$ cat config.mk
export PLATFORM = sky130hd
export DESIGN_NAME = scfifo_normal_stream_reader
export DESIGN_NICKNAME = d
export VERILOG_FILES = /design/src/rtl/scfifo_normal_stream_reader.sv
export SDC_FILE = /design/constraint.sdc
export NUM_CORES = 1
export LEC_CHECK = 0
export BUFFER_PORTS_ARGS = -buffer_cell sky130_fd_sc_hd__buf_4
export CAP_MARGIN = 15
export CORE_ASPECT_RATIO = 0.8
export CORE_UTILIZATION = 40
export CTS_CLUSTER_DIAMETER = 200
export DETAILED_ROUTE_END_ITERATION = 16
export PLACE_DENSITY = 0.61
export SYNTH_ARGS = -nofsm -noshare
export SYNTH_HDL_FRONTEND = slang
export SYNTH_SLANG_ARGS = --single-unit
$ cat constraint.sdc
create_clock -name clock -period 3.75 [get_ports clock]
set_input_delay 0.1875 -clock clock [delete_from_list [all_inputs] [get_ports clock]]
set_output_delay 0.1875 -clock clock [all_outputs]
set_load 0.1 [all_outputs]
$ cat src/rtl/scfifo_normal_stream_reader.sv
// Drains a normal-mode scfifo (rdreq/q, fixed read latency) into a valid/ready stream
// through a READ_LATENCY+1 entry skid buffer. Optional macro: SCFIFO_READER_BYPASS_EN.
module scfifo_normal_stream_reader #(
  parameter int WIDTH        = 20,
  parameter int READ_LATENCY = 2
) (
  input  logic             clock,
  input  logic             sclr_n,
  input  logic             fifo_empty,
  output logic             fifo_rdreq,
  input  logic [WIDTH-1:0] fifo_q,
  output logic             out_valid,
  input  logic             out_ready,
  output logic [WIDTH-1:0] out_data,
  output logic [1:0]       buf_level
);
  localparam int         BUF_DEPTH = READ_LATENCY + 1;
  localparam logic [1:0] PTR_LAST  = 2'(BUF_DEPTH - 1);
  localparam logic [1:0] LVL_FULL  = 2'(BUF_DEPTH);
  localparam logic [2:0] DEPTH3    = 3'(BUF_DEPTH);

  if (READ_LATENCY != 1 && READ_LATENCY != 2) begin : g_bad_latency
    $error("READ_LATENCY must be 1 or 2");
  end

  logic [READ_LATENCY-1:0] infl_q, infl_d;
  logic [WIDTH-1:0]        buf_q [BUF_DEPTH];
  logic [1:0]              wr_ptr_q, wr_ptr_d, rd_ptr_q, rd_ptr_d, level_q, level_d;
  logic                    arrive, pop, bypass, buf_wr, buf_rd;
  logic [2:0]              inflight_cnt, credit;

  assign arrive       = infl_q[READ_LATENCY-1];
  assign inflight_cnt = 3'($countones(infl_q));

`ifdef SCFIFO_READER_BYPASS_EN
  // An arriving word with an empty buffer is forwarded straight to the output.
  assign bypass    = arrive && (level_q == 2'd0);
  assign out_valid = (level_q != 2'd0) || bypass;
  assign out_data  = bypass ? fifo_q : buf_q[rd_ptr_q];
`else
  assign bypass    = 1'b0;
  assign out_valid = (level_q != 2'd0);
  assign out_data  = buf_q[rd_ptr_q];
`endif

  assign pop       = out_valid && out_ready;
  assign buf_wr    = arrive && !(bypass && out_ready);
  assign buf_rd    = pop && !bypass;
  assign buf_level = level_q;

  // Every in-flight read owns a buffer slot, so credit never exceeds the depth.
  assign credit     = {1'b0, level_q} + inflight_cnt - {2'b00, pop};
  assign fifo_rdreq = sclr_n && !fifo_empty && (credit < DEPTH3);

  always_comb begin
    infl_d    = '0;
    infl_d[0] = fifo_rdreq;
    for (int i = 1; i < READ_LATENCY; i++) infl_d[i] = infl_q[i-1];
    wr_ptr_d = wr_ptr_q;
    if (buf_wr) wr_ptr_d = (wr_ptr_q == PTR_LAST) ? 2'd0 : wr_ptr_q + 2'd1;
    rd_ptr_d = rd_ptr_q;
    if (buf_rd) rd_ptr_d = (rd_ptr_q == PTR_LAST) ? 2'd0 : rd_ptr_q + 2'd1;
    level_d = level_q + 2'(buf_wr) - 2'(buf_rd);
  end

  always_ff @(posedge clock) begin
    if (!sclr_n) begin
      infl_q   <= '0;
      wr_ptr_q <= 2'd0;
      rd_ptr_q <= 2'd0;
      level_q  <= 2'd0;
    end else begin
      infl_q   <= infl_d;
      wr_ptr_q <= wr_ptr_d;
      rd_ptr_q <= rd_ptr_d;
      level_q  <= level_d;
    end
  end

  always_ff @(posedge clock) begin
    if (buf_wr) buf_q[wr_ptr_q] <= fifo_q;
  end

  a_no_overflow: assert property (@(posedge clock) disable iff (!sclr_n)
    !(buf_wr && !buf_rd && level_q == LVL_FULL));

endmodule

Word level (Yosys, flattened, before mapping):

Memories as Yosys holds them, arrays and structs flattened. A register that Yosys moved wholly into a read port is not among the register bits.
Index checks and enable logic that the tools add are counted.

* add/sub/neg operators: 7
* multiply operators: 0
* div/mod/pow operators: 0
* order comparisons: 1
* eq/ne operators: 2
* shift-type cells: 0
* mux-type cells: 6
* bitwise operators: 0
* reduce and logical (&&, ||, !) cells: 5

Operators with widths (number)
* $mux W2: 4
* $add A2 B1 Y2 const B: 2
* $eq A2 B2 Y1 const B: 2
* $add A2 B2 Y3: 1
* $logic_and A1 B1 Y1: 3
* $lt A3 B2 Y1 const B: 1
* $sub A3 B1 Y3: 1
* $add A1 B1 Y2: 1
* $add A2 B1 Y2: 1
* $mux W1: 2
* $reduce_bool A2 Y1: 1
* $sub A2 B1 Y2: 1
* $logic_not A1 Y1: 1

* register bits: 8
* latch bits: 0
* memory bits (writable): 60
* ROM bits: 0
* bits of input ports: 24
* output and inout bits: 24
* logic and storage cells: 26
* memories kept: 1

Memory list
* buf_q: words 3, bits a word 20, read ports 1, clocked after memory_dff 1, write ports 1, RTL line 27 `logic [WIDTH-1:0] buf_q [BUF_DEPTH];`

Longest topological paths before layout:

Gate-level depths: netlist of the first run.

* depth after elaboration: 5
* gate-level depth with buffers: 7
* depth with buffers taken out: 7

Worst setup path after synthesis of the first run:

No wires, ideal clock.

* kind: register to output
* start point: reg level_q[1] (netlist: buf_level[1])
* end point: out fifo_rdreq
* data arrival time: 5669 ps
* data required time: 3562 ps
* slack: -2107 ps
* cell stages (with the launch flop): 8
* buffers on the path: 0
* cell sequence: dfxtp_1 -> o21a_1 -> ha_1 -> fa_1 -> inv_1 -> fa_1 -> nor2b_1 -> nor4b_1

* longest elaborated chain between the ends: 5
* elaborated cells on any way between the ends: 6
* those cells by class: add/sub (2); order compare (1); reduce/logical (3)

RTL lines
* start, declared: RTL line 28 `logic [1:0] wr_ptr_q, wr_ptr_d, rd_ptr_q, rd_ptr_d, level_q, level_d;`
* start signal, assigned: RTL line 76 `level_q <= level_d;`
* $reduce_bool A2 Y1: RTL line 42 `assign out_valid = (level_q != 2'd0);`
* $logic_and A1 B1 Y1: RTL line 46 `assign pop = out_valid && out_ready;`
* net buf_rd: RTL line 29 `logic arrive, pop, bypass, buf_wr, buf_rd;`
* $sub A3 B1 Y3: RTL line 52 `assign credit = {1'b0, level_q} + inflight_cnt - {2'b00, pop};`
* $lt A3 B2 Y1: RTL line 53 `assign fifo_rdreq = sclr_n && !fifo_empty && (credit < DEPTH3);`
* $logic_and A1 B1 Y1: RTL line 53
* end, declared: RTL line 10 `output logic fifo_rdreq,`

The timed path passes the listed nets, and every way through them passes these cells.

Worst setup path in the final report of the first run:

Same ends and word-level chain as after synthesis.

==> flow_metrics.py, run 1 <==
metrics = {
    "yosys": {
        "synth_fp_nets": 203,
        "ys_types": 23,
        "synthCells": 174,
        "ys_ff_latch": 70,
        "syn-cell-area_um2": 2700,
        "synth.avg_cell_area_um2": 15.5,
        "synth_warnings": 0,
        "seq_area_frac_synth_pct": 74.1,
    },
    "sta": {
        "max-slew-margin-rel_pct": 43.8,
        "fin_tns_setup_ns": 0,
        "maxSlewViolCount": 0,
        "finalSetupViolCount": 0,
        "finClkSkew_ns": 0.00542,
        "fin_crit_sh_pct": 80.8,
        "setup_ws_ns": 0.719,
        "tightest_slew_ns": 0.842,
        "grt_setup_unrepaired": "no",
        "post-route-min-period_ns": 3.03,
        "finalHoldViolCount": 0,
        "timing.fmax_ghz": 0.330,
    },
    "status": {
        "outcome": "finished clean",
    },
    "critical_path": {
        "end_kind": "primary output",
        "path_class": "reg -> out",
        "arrival_ns": 2.84,
        "crit_path_max_fanout": 5,
        "cp.required_ns": 3.56,
        "rrSetupSlack_ns": 1.42,
        "start_kind": "flop",
    },
    "placement": {
        "place_area_um2": 3180,
        "port_buffers": 47,
        "post-place-ws_ns": 1.05,
        "hpwl_um": 2830,
        "gp_congestion": 0.730,
        "dp_cells": 302,
    },
    "power_and_ir_drop": {
        "power.switching_uw": 1110,
        "power_density_nw_per_um2": 749,
        "power.share.clock_pct": 20.3,
        "internal-power_uw": 1400,
        "p_seq_share_pct": 37.7,
        "ir_worst_vdd_uv": 555,
        "power_frac_comb_pct": 42.0,
        "total_leakage_power_uw": 0.00118,
        "p_sw_share_pct": 44.1,
    },
    "global_routing": {
        "grt_max_degree": 41,
        "gr-total-overflow": 0,
        "grt_pass1_wl_um": 6900,
        "antenna_found_initial": 0,
        "grt_pass1_vias": 1419,
        "grt_use_total_pct": 13.8,
    },
    "floorplan": {
        "die_h_um": 75.5,
        "rows": 26,
        "core-area_um2": 6440,
        "start_util_pct": 41.9,
        "die_w_um": 93.9,
        "dieArea_um2": 7080,
        "io_pins": 48,
    },
    "clocking": {
        "tritoncts": "built",
        "clk_pin_slew_ns": 0.07,
        "cts_buffer_depth": 2,
        "cts_made_buffers": 9,
        "htree_num_levels": 3,
        "clk-insertion-delay-late_ns": 0.33,
        "numClockSinks": 70,
        "cts_resized": 0,
        "post_cts_buffers": 0,
        "clockRootBuffer": "clkbuf_8",
        "ctsHoldBuffers": 0,
    },
    "final_layout": {
        "syn_to_final_growth_pct": 23.9,
        "fin_cells": 318,
        "layout_common_cells": "edfxtp_1 (60), buf_4 (51), nand2_1 (24)",
        "stdcell_area_um2": 3340,
        "n_fill_cell": 562,
        "drive_above_1_share_pct": 30.3,
        "final_core_util_pct": 51.9,
        "antenna_cells": 0,
        "final_common_cell": "edfxtp_1",
        "nNetsFinal": 258,
    },
    "flow_run": {
        "maxCapViolCount": 0,
    },
    "detailed_routing": {
        "postRouteAntennaNets": 0,
        "wirelength_um": 4390,
        "first_pass_iters": 4,
        "viasPerCell": 4.68,
        "via_count": 1488,
        "wl_per_cell_um": 13.8,
        "drtIter0Drc": 64,
        "post-route-drc-count": 0,
    },
    "worst_hold_path": {
        "hold_class": "in -> reg",
    },
}
==> power groups by stage <==
stage / Combinational, uW / Clock, uW / Sequential [uW]
detailed placement: 1060 / 0 / 962
finish: 1050 / 507 / 945
global placement: 1060 / 0 / 959
global route: 1110 / 559 / 952
CTS: 1060 / 523 / 945
floorplan: 803 / 0 / 1010
==> Yosys cell counts <==
cell type / count / share of area, %
a21boi_0: 1 / 0.28
and2_1: 2 / 0.46
buf_4: 2 / 0.56
clkbuf_1: 5 / 0.70
dfxtp_1: 10 / 7.4
edfxtp_1: 60 / 67
fa_1: 2 / 1.5
ha_1: 3 / 1.4
inv_1: 8 / 1.1
mux2i_1: 22 / 8.2
nand2_1: 24 / 3.3
nand2b_1: 1 / 0.23
nand3b_1: 2 / 0.56
nor2_1: 1 / 0.14
nor2b_1: 2 / 0.46
nor2b_2: 1 / 0.32
nor3b_1: 1 / 0.28
nor4b_1: 2 / 0.65
o21a_1: 2 / 0.56
o21ai_0: 20 / 3.7
or3b_1: 1 / 0.32
xnor2_1: 1 / 0.32
xnor3_1: 1 / 0.83
==> cells by family after synthesis <==
group / after synthesis / synth area share [%]
flip-flops: 70 / 74.1
AND/OR/NAND/NOR: 37 / 6.77
AO/OA/AOI/OAI: 23 / 4.54
multiplexers: 22 / 8.16
buffers and inverters: 15 / 2.36
adder cells (fa/ha/maj): 5 / 2.87
XOR/XNOR: 2 / 1.16
==> layer usage <==
metal  routed length (um)  track usage [%]  up-vias
li1                     -                -      744
met2                 2010             21.2       39
met4                   53             4.62        0
met5                    0                0        -
met3                  258             7.09        6
met1                 2070             17.2      699
==> worst max-delay path, cell delays in order, from the launching register on <==
cell and delay (ns):
dfxtp_2 0.35, o21a_1 0.25, ha_1 0.31, fa_1 0.36
inv_1 0.07, fa_1 0.39, nor2b_1 0.18, nor4b_4 0.27
buf_4 0.32
==> final cells by class <==
cell class / instances / area (um2) / share of cell area [%]
inverters: 8 / 30.0 / 0.898
well taps: 84 / 105 / 3.14
multi-input cells: 89 / 657 / 19.6
clock buffers: 10 / 128 / 3.82
clock inverters: 6 / 37.5 / 1.12
flip-flops and latches: 70 / 2000 / 59.9
repair buffers: 51 / 383 / 11.4
==> worst paths after layout <==
| path | cells past startpoint | to | from |
|---|---|---|---|
| hold reg to reg | 1 | infl_q[1] | infl_q[0] |
| setup reg to reg | 7 | infl_q[0] | buf_level[1] |
| setup / recovery | 8 | fifo_rdreq | buf_level[1] |
| hold / removal | 1 | buf_q[0][6] | fifo_q[6] |
==> through the flow <==
stage          power [uW]  hold slack [ns]
2_1_floorplan        1810            0.264
3_3_place_gp         2020            0.382
3_5_place_dp         2020            0.385
4_1_cts              2530           0.0270
5_1_grt              2620           0.0101
6_report             2500           0.0451
==> registers in the layout (all words and copies together), names as in the netlist, named ones only <==
register	cells
infl_q	2
buf_q	60
wr_ptr_q	2
buf_level	2
rd_ptr_q	2
Note: power is estimated with default switching activity, not from simulation.
==> run 2: changes to the inputs <==
==> constraint.sdc (replaced) <==
create_clock -name clock -period 3.2 [get_ports clock]
set_input_delay 0.16 -clock clock [delete_from_list [all_inputs] [get_ports clock]]
set_output_delay 0.16 -clock clock [all_outputs]
set_load 0.1 [all_outputs]
==> run 2 against run 1 <==
  * Global-route usage up 0.14 points
  * Register-to-register slack worse by 0.44 ns
  * Clock skew up 0.0011 ns
  * Via count up 4.2%
  * Largest power group unchanged
  * Critical path depth unchanged
  * Hold slack worse by 0.021 ns
  * Clock-buffer cell count up 1
  * Clock power up 45%
  * Combinational power up 19%
  * Sequential share of layout area down 3.8 points
  * Flip-flop and latch count unchanged
  * Final area up 7.0%
==> flow_metrics.py, run 2 (synthesis gave the netlist of run 1 again) <==
metrics = {
    "floorplan": {
        "die_h_um": 75.5,
        "io_pins": 48,
        "die_w_um": 93.9,
        "dieArea_um2": 7080,
        "rows": 26,
        "core-area_um2": 6440,
        "start_util_pct": 41.9,
    },
    "sta": {
        "max-slew-margin-rel_pct": 41.9,
        "timing.fmax_ghz": 0.340,
        "fin_crit_sh_pct": 92.0,
        "tightest_slew_ns": 0.871,
        "grt_setup_unrepaired": "no",
        "maxSlewViolCount": 0,
        "setup_ws_ns": 0.256,
        "finalSetupViolCount": 0,
        "finalHoldViolCount": 0,
        "holdWs_ns": 0.0244,
        "post-route-min-period_ns": 2.94,
        "finClkSkew_ns": 0.00654,
    },
    "final_layout": {
        "largest_reg_flops": 60,
        "nNetsFinal": 276,
        "syn_to_final_growth_pct": 32.6,
        "n_fill_cell": 546,
        "top_register": "buf_q",
        "antenna_cells": 0,
        "final_common_cell": "edfxtp_1",
        "layout_common_cells": "edfxtp_1 (60), buf_4 (51), nand2_1 (24)",
        "final_core_util_pct": 55.6,
        "drive_above_1_share_pct": 29.0,
    },
    "detailed_routing": {
        "viasPerCell": 4.62,
        "via_count": 1551,
        "wirelength_um": 4540,
        "wl_per_cell_um": 13.5,
        "first_pass_iters": 4,
        "drtIter0Drc": 114,
        "postRouteAntennaNets": 0,
        "post-route-drc-count": 0,
    },
    "power_and_ir_drop": {
        "ir_worst_vdd_uv": 437,
        "total_leakage_power_uw": 0.00128,
        "power_density_nw_per_um2": 872,
    },
    "worst_hold_path": {
        "min_path_cells": 1,
        "hold_path_startpoint": "fifo_q[7]",
        "min_to": "buf_q[1][7]",
        "hold_class": "in -> reg",
    },
    "global_routing": {
        "grt_use_total_pct": 14.0,
        "grt_max_degree": 23,
        "grt_pass1_vias": 1402,
        "antenna_found_initial": 0,
        "gr-total-overflow": 0,
        "grt_pass1_wl_um": 6950,
    },
    "placement": {
        "gp_congestion": 0.737,
        "hpwl_um": 2840,
        "port_buffers": 47,
        "post-place-ws_ns": 0.615,
    },
    "clocking": {
        "cts_made_buffers": 9,
        "tritoncts": "built",
        "cts_resized": 0,
        "clk_pin_slew_ns": 0.07,
        "numClockSinks": 70,
        "htree_num_levels": 3,
        "clockRootBuffer": "clkbuf_8",
        "ctsHoldBuffers": 4,
        "post_cts_buffers": 0,
        "clk-insertion-delay-late_ns": 0.34,
        "cts_buffer_depth": 2,
    },
    "critical_path": {
        "rrSetupSlack_ns": 0.98,
        "end_kind": "primary output",
        "rr_endpoint": "infl_q[0]",
        "r2r-start": "buf_level[0]",
        "start_kind": "flop",
        "reg2reg_depth": 7,
        "path_class": "reg -> out",
        "crit_path_max_fanout": 4,
        "arrival_ns": 2.78,
        "cp.required_ns": 3.04,
    },
    "status": {
        "outcome": "finished clean",
    },
    "flow_run": {
        "maxCapViolCount": 0,
    },
}
[run 2: routing by layer]
metal  GRT usage, %  up-vias  part of all wire [%]
met3           6.29        9                   4.1
met1           17.6      728                    46
met4           6.15        0                   1.8
li1               -      779                     -
met2           21.1       35                    48
met5              0        -                     0
[run 2: worst max path at each step]
stage | startpoint | end | slack [ns] | depth (start not counted)
final | buf_level[0] | fifo_rdreq | 0.26 | 8
after global routing | buf_level[0] | fifo_rdreq | 0.17 | 8
after CTS | buf_level[0] | fifo_rdreq | 0.23 | 8
after detailed placement | buf_level[0] | fifo_rdreq | 0.61 | 8
after global placement | buf_level[0] | fifo_rdreq | 0.63 | 8
after floorplan | buf_level[0] | fifo_rdreq | -0.03 | 7
[run 2: metrics by stage]
stage / cells / power (uW) / TNS (ns) / cell area [um2]
6_report: 336 / 3120 / 0 / 3580
3_5_place_dp: 302 / 2400 / 0 / 3190
3_3_place_gp: 302 / 2390 / 0 / 3190
4_1_cts: 322 / 3140 / 0 / 3440
5_1_grt: 336 / 3250 / 0 / 3580
2_1_floorplan: 174 / 2150 / -0.0253 / 2730
[run 2: cell type report]
type | count | area (um2) | area share (%)
inverters | 8 | 30.0 | 0.839
clock buffers | 11 | 131 | 3.67
flip-flops and latches | 70 | 2010 | 56.1
multi-input cells | 89 | 667 | 18.6
well taps | 84 | 105 | 2.94
repair buffers | 69 | 563 | 15.7
clock inverters | 5 | 73.8 | 2.06
[run 2: critical path: stages (launching register included)]
cell     delay [ns]
dfxtp_4        0.35
o21a_1         0.24
ha_1           0.32
fa_2           0.34
inv_2          0.06
fa_1           0.40
nor2b_4        0.15
nor4b_4        0.26
buf_4          0.32
[run 2: report_power, final]
| group | switching (uW) | total [uW] | internal [uW] |
|---|---|---|---|
| Combinational | 935 | 1250 | 318 |
| Sequential | 56.5 | 1130 | 1080 |
| Clock | 301 | 735 | 434 |
